$ cat src/rtl/tcdm_bus_buffer.sv
// tcdm_bus_buffer: TCDM request FIFO plus registered response stage with an outstanding-request limit
module tcdm_bus_buffer #(
    parameter int unsigned AddrWidth      = 32,
    parameter int unsigned DataWidth      = 32,
    parameter int unsigned BeWidth        = DataWidth / 8,
    parameter int unsigned ReqDepth       = 2,
    parameter int unsigned MaxOutstanding = 4
) (
    input  logic                                  clk_i,
    input  logic                                  rst_i,
    input  logic                                  mst_req_i,
    input  logic [AddrWidth-1:0]                  mst_add_i,
    input  logic                                  mst_wen_i,
    input  logic [DataWidth-1:0]                  mst_wdata_i,
    input  logic [BeWidth-1:0]                    mst_be_i,
    output logic                                  mst_gnt_o,
    output logic                                  mst_r_valid_o,
    output logic [DataWidth-1:0]                  mst_r_rdata_o,
    output logic                                  mst_r_opc_o,
    output logic                                  slv_req_o,
    output logic [AddrWidth-1:0]                  slv_add_o,
    output logic                                  slv_wen_o,
    output logic [DataWidth-1:0]                  slv_wdata_o,
    output logic [BeWidth-1:0]                    slv_be_o,
    input  logic                                  slv_gnt_i,
    input  logic                                  slv_r_valid_i,
    input  logic [DataWidth-1:0]                  slv_r_rdata_i,
    input  logic                                  slv_r_opc_i,
    output logic [$clog2(MaxOutstanding+1)-1:0]   outstanding_o,
    output logic                                  err_o
);
    localparam int unsigned EntW = AddrWidth + 1 + DataWidth + BeWidth;
    localparam int unsigned PtrW = ReqDepth > 1 ? $clog2(ReqDepth) : 1;
    localparam int unsigned FcW  = $clog2(ReqDepth + 1);
    localparam int unsigned CntW = $clog2(MaxOutstanding + 1);
    localparam logic [PtrW-1:0] LastPtr = PtrW'(ReqDepth - 1);
    localparam logic [FcW-1:0]  FullCnt = FcW'(ReqDepth);
    localparam logic [CntW-1:0] MaxCnt  = CntW'(MaxOutstanding);

    logic [EntW-1:0]      mem [ReqDepth];
    logic [PtrW-1:0]      wr_ptr, rd_ptr;
    logic [FcW-1:0]       fifo_cnt;
    logic [CntW-1:0]      out_cnt;
    logic                 push, pop, full, empty, spurious, accept;
    logic                 r_valid_q, r_opc_q, err_q;
    logic [DataWidth-1:0] r_rdata_q;

    assign full      = fifo_cnt == FullCnt;
    assign empty     = fifo_cnt == '0;
    assign mst_gnt_o = !rst_i && !full;
    assign push      = mst_req_i && mst_gnt_o;
    assign slv_req_o = !rst_i && !empty && out_cnt < MaxCnt;
    assign pop       = slv_req_o && slv_gnt_i;
    assign {slv_add_o, slv_wen_o, slv_wdata_o, slv_be_o} = mem[rd_ptr];
    // a response with nothing in flight (and no grant this cycle) has no owner
    assign spurious  = slv_r_valid_i && out_cnt == '0 && !pop;
    assign accept    = slv_r_valid_i && !spurious;

    assign mst_r_valid_o = r_valid_q;
    assign mst_r_rdata_o = r_rdata_q;
    assign mst_r_opc_o   = r_opc_q;
    assign outstanding_o = out_cnt;
    assign err_o         = err_q;

    always_ff @(posedge clk_i) begin
        if (rst_i) begin
            for (int i = 0; i < ReqDepth; i++) mem[i] <= '0;
            wr_ptr    <= '0;
            rd_ptr    <= '0;
            fifo_cnt  <= '0;
            out_cnt   <= '0;
            r_valid_q <= 1'b0;
            r_rdata_q <= '0;
            r_opc_q   <= 1'b0;
            err_q     <= 1'b0;
        end else begin
            if (push) begin
                mem[wr_ptr] <= {mst_add_i, mst_wen_i, mst_wdata_i, mst_be_i};
                wr_ptr      <= wr_ptr == LastPtr ? '0 : wr_ptr + PtrW'(1);
            end
            if (pop) rd_ptr <= rd_ptr == LastPtr ? '0 : rd_ptr + PtrW'(1);
            fifo_cnt  <= fifo_cnt + FcW'(push) - FcW'(pop);
            out_cnt   <= out_cnt + CntW'(pop) - CntW'(accept);
            r_valid_q <= accept;
            if (accept) begin
                r_rdata_q <= slv_r_rdata_i;
                r_opc_q   <= slv_r_opc_i;
            end
            if (spurious) err_q <= 1'b1;
        end
    end
endmodule
$ cat config.mk
export PLATFORM = sky130hd
export DESIGN_NAME = tcdm_bus_buffer
export DESIGN_NICKNAME = d
export VERILOG_FILES = /design/src/rtl/tcdm_bus_buffer.sv
export SDC_FILE = /design/constraint.sdc
export NUM_CORES = 1
export LEC_CHECK = 0
export ABC_AREA = 1
export BUFFER_PORTS_ARGS = -buffer_cell sky130_fd_sc_hd__buf_4
export CORE_ASPECT_RATIO = 0.9
export CORE_UTILIZATION = 54
export CTS_BUF_LIST = sky130_fd_sc_hd__clkbuf_8
export DETAILED_ROUTE_END_ITERATION = 12
export GPL_TIMING_DRIVEN = 0
export PLACE_DENSITY = 0.78
export SLEW_MARGIN = 10
export SYNTH_ARGS = -nofsm -noshare
export SYNTH_HDL_FRONTEND = slang
export SYNTH_SLANG_ARGS = --single-unit
$ cat constraint.sdc
create_clock -name clk_i -period 4.05 [get_ports clk_i]
set_clock_uncertainty 0.2 [all_clocks]
set_input_delay 0.405 -clock clk_i [delete_from_list [all_inputs] [get_ports clk_i]]
set_output_delay 0.405 -clock clk_i [all_outputs]
set_load 0.01 [all_outputs]
==> insert_results.sql <==
INSERT INTO impl_metrics (metric_group, metric, value, unit) VALUES
('synthesis', 'synthCells', '715', ''),
('power', 'p_seq_share', '50.6', '%'),
('layout', 'layout.cells.most_common', 'sky130_fd_sc_hd__buf_4', ''),
('flow_run', 'max_cap_viol_count', '0', ''),
('outcome', 'run_status', 'completed', ''),
('sta', 'setup_tns', '0', 'ns'),
('sta', 'worstMarginPinSlew', '0.529', 'ns'),
('floorplanning', 'die_width', '129', 'um'),
('power', 'internal-power', '0.00321', 'W'),
('clock_tree', 'cts_max_level', '4', ''),
('detailed_routing', 'drt-total-wl', '16800', 'um'),
('setup_path', 'timing.critical_path.arrival', '3.00', 'ns'),
('synthesis', 'synth-adder-area-share', '0.888', '%'),
('layout', 'post_layout_cell_count', '1155', ''),
('synthesis', 'seq_total_area_yosys', '63.4', '%'),
('setup_path', 'crit_path_top_delay_cell', 'sky130_fd_sc_hd__dlygate4sd3_1', ''),
('synthesis', 'ys_ff_latch', '181', ''),
('synthesis', 'yosysWarnings', '0', ''),
('setup_path', 'critical_path.startpoint_type', 'input port', ''),
('sta', 'timing.slew.headroom', '64.7', '%'),
('floorplanning', 'num_rows', '41', ''),
('clock_tree', 'tritoncts', 'yes', ''),
('sta', 'layout_min_cycle_time', '2.86', 'ns'),
('clock_tree', 'cts-resized-gates', '0', ''),
('sta', 'rsz0062_at_grt', 'false', ''),
('sta', 'hold_viol_final', '0', ''),
('layout', 'area.growth.synth_to_final', '28.6', '%'),
('floorplanning', 'floorplan.die_area', '15100', 'um2'),
('grt', 'grt_overflow_total', '0', ''),
('floorplanning', 'start_util', '55.7', '%'),
('place', 'gp_weighted_congestion', '0.793', ''),
('layout', 'layout_common_cells', 'sky130_fd_sc_hd__buf_4 (215), sky130_fd_sc_hd__nor2_1 (178), sky130_fd_sc_hd__edfxtp_1 (138)', ''),
('layout', 'antenna_cells_inserted', '0', ''),
('grt', 'grt_max_degree', '51', ''),
('synthesis', 'fraction_of_the_mapped_netlist_area_in_simple_logic_gates', '13.3', '%'),
('sta', 'timing.final.setup_violations', '0', ''),
('setup_path', 'crit_path_end_kind', 'register', ''),
('place', 'post-place-cells', '1123', ''),
('setup_path', 'cell_by_cell_trace_of_the_critical_path', 'dlygate4sd3_1 > buf_6 > nor2_4 > nand3_4 > nand2_4 > buf_8 > buf_12 > nand2_2 > inv_1 > ha_1 > inv_1 > ha_1 > inv_1 > fa_1 > xor2_1 > o21ai_0 > a21oi_1', ''),
('setup_path', 'critical_path_class', 'in2reg', ''),
('power', 'cellLeakagePower', '4.81', 'nW'),
('clock_tree', 'clock_path_buffers', '2', ''),
('detailed_routing', 'detailedRoute.firstIterationViolations', '400', ''),
('power', 'power.ir.vdd_worst', '0.000325', 'V'),
('layout', 'nNetsFinal', '1062', ''),
('synthesis', 'yosysUniqueCellTypes', '29', ''),
('grt', 'grt_antenna_before_repair', '0', ''),
('floorplanning', 'floorplan.io_pins', '216', ''),
('detailed_routing', 'vias', '5553', ''),
('power', 'pwr-share-comb', '24.7', '%'),
('detailed_routing', 'drcViolationCount', '0', ''),
('setup_path', 'cp_num_buf_inv', '7', ''),
('grt', 'number_of_global_route_vias_before_repair', '5450', ''),
('setup_path', 'worst-path-max-fanout', '10', ''),
('clock_tree', 'clkTransAtPathRegs', '0.10', 'ns'),
('detailed_routing', 'drtPass1Iterations', '4', ''),
('floorplanning', 'floorplan.die.height', '117', 'um'),
('detailed_routing', 'routed_via_density', '4.81', ''),
('sta', 'timing_max_transition_violations_final', '0', ''),
('place', 'io_buffer_count', '213', ''),
('setup_path', 'critical_path.top_delay_family', 'buffers and inverters', ''),
('clock_tree', 'insertion_delay', '0.45', 'ns'),
('synthesis', 'mappedNetlistArea', '7890', 'um2'),
('grt', 'globalRouteTotalUtil', '23.7', '%'),
('floorplanning', 'coreArea', '14200', 'um2'),
('worst_hold_path', 'min_path_type', 'in2reg', ''),
('synthesis', 'combinational_family_with_the_most_area_after_synthesis', 'simple AND/OR/NAND/NOR gates', ''),
('layout', 'post_route_cells_drive_above_1_share', '38.3', '%'),
('grt', 'grt_first_pass_wirelength', '26500', 'um'),
('synthesis', 'synth_fp_nets', '827', ''),
('detailed_routing', 'post_drt_wl_per_cell', '14.6', 'um');
## cells in the mapped netlist (all sizes together)
| cell type | number | area share (%) |
|---|---|---|
| xor2 | 2 | 0.22 |
| nand3 | 36 | 2.5 |
| xnor2 | 1 | 0.11 |
| mux2 | 69 | 9.8 |
| fa | 1 | 0.25 |
| ha | 4 | 0.63 |
| a21oi | 38 | 3.4 |
| edfxtp | 138 | 53 |
| buf | 29 | 2.5 |
| nor2 | 180 | 8.7 |
| clkbuf | 13 | 0.62 |
| nand2 | 42 | 2.2 |
| o21ai | 2 | 0.13 |
| dfxtp | 43 | 11 |
| inv | 117 | 5.6 |
## power by group through the flow
stage          combinational [W]  sequential, W  clock (W)
2_1_floorplan           0.000611        0.00235          0
6_report                 0.00111        0.00228    0.00111
3_5_place_dp             0.00112        0.00232          0
5_1_grt                  0.00123        0.00230    0.00121
3_3_place_gp             0.00110        0.00233          0
4_1_cts                  0.00113        0.00228    0.00113
## flip-flops by register name (all words and copies together) (netlist names), named ones only
signal	flops
mem	138
mst_r_rdata_o	32
outstanding_o	3
fifo_cnt	2
err_o	1
mst_r_opc_o	1
mst_r_valid_o	1
rd_ptr	1
wr_ptr	1
## stage by stage
step | total power [W] | util, % | instance area (um2) | hold slack, ns | setup WS, ns
final | 0.00450 | 71.7 | 10200 | 0.0489 | 1.19
after global routing | 0.00474 | 71.7 | 10200 | 0.0137 | 1.03
after CTS | 0.00453 | 71.7 | 10200 | 0.0130 | 1.20
after detailed placement | 0.00344 | 69.2 | 9800 | 0.271 | 1.25
after global placement | 0.00343 | 68.7 | 9730 | 0.261 | -0.173
after floorplan | 0.00296 | - | 7890 | 0.259 | 0.840
## area by class of cell
| class | instances | area (um2) |
|---|---|---|
| fill | 1085 | 4010 |
| sequential | 181 | 5000 |
| multi-input combinational | 375 | 2220 |
| clock inverter | 14 | 113 |
| buffer | 42 | 243 |
| inverter | 117 | 439 |
| tap | 193 | 241 |
| timing repair buffer | 216 | 1660 |
| clock buffer | 17 | 234 |
## metal layers
layer	vias to the layer above	wire (um)	GRT usage, %
met3	14	1500	8.75
met5	-	0	0
met2	178	8160	38.6
met4	0	176	8.91
li1	2765	-	-
met1	2596	7010	29.0
## timing repair
action	CTS	global route
hold buffers	1	0
setup buffers	0	0
hold endpoints to repair	7	0
## worst paths after layout
kind / from / to / slack (ns) / cells after the start
setup reg to reg: outstanding_o[2]$_SDFF_PP0_ / outstanding_o[2]$_SDFF_PP0_ / 1.41 / 15
hold / removal: mst_wdata_i[17] / mem[1][21]$_SDFFCE_PN0P_ / 0.05 / 3
hold reg to reg: err_o$_SDFFE_PP0P_ / err_o$_SDFFE_PP0P_ / 0.29 / 2
setup / recovery: rst_i / outstanding_o[2]$_SDFF_PP0_ / 1.19 / 17
## worst min-delay path: cells and delay by family
| kind | cells | cell delay (ns) |
|---|---|---|
| AND/OR/NAND/NOR | 1 | 0.08 |
| buffers and inverters | 2 | 0.12 |
## cell families after synthesis
group / after synthesis
AOI/OAI and AO/OA: 40
xor gates and xnor gates: 3
adders and majority gates: 5
buffers and inverters: 159
DFF: 181
muxes: 69
and+or+nand+nor: 258
No activity file was read; power rests on OpenSTA's default activity.
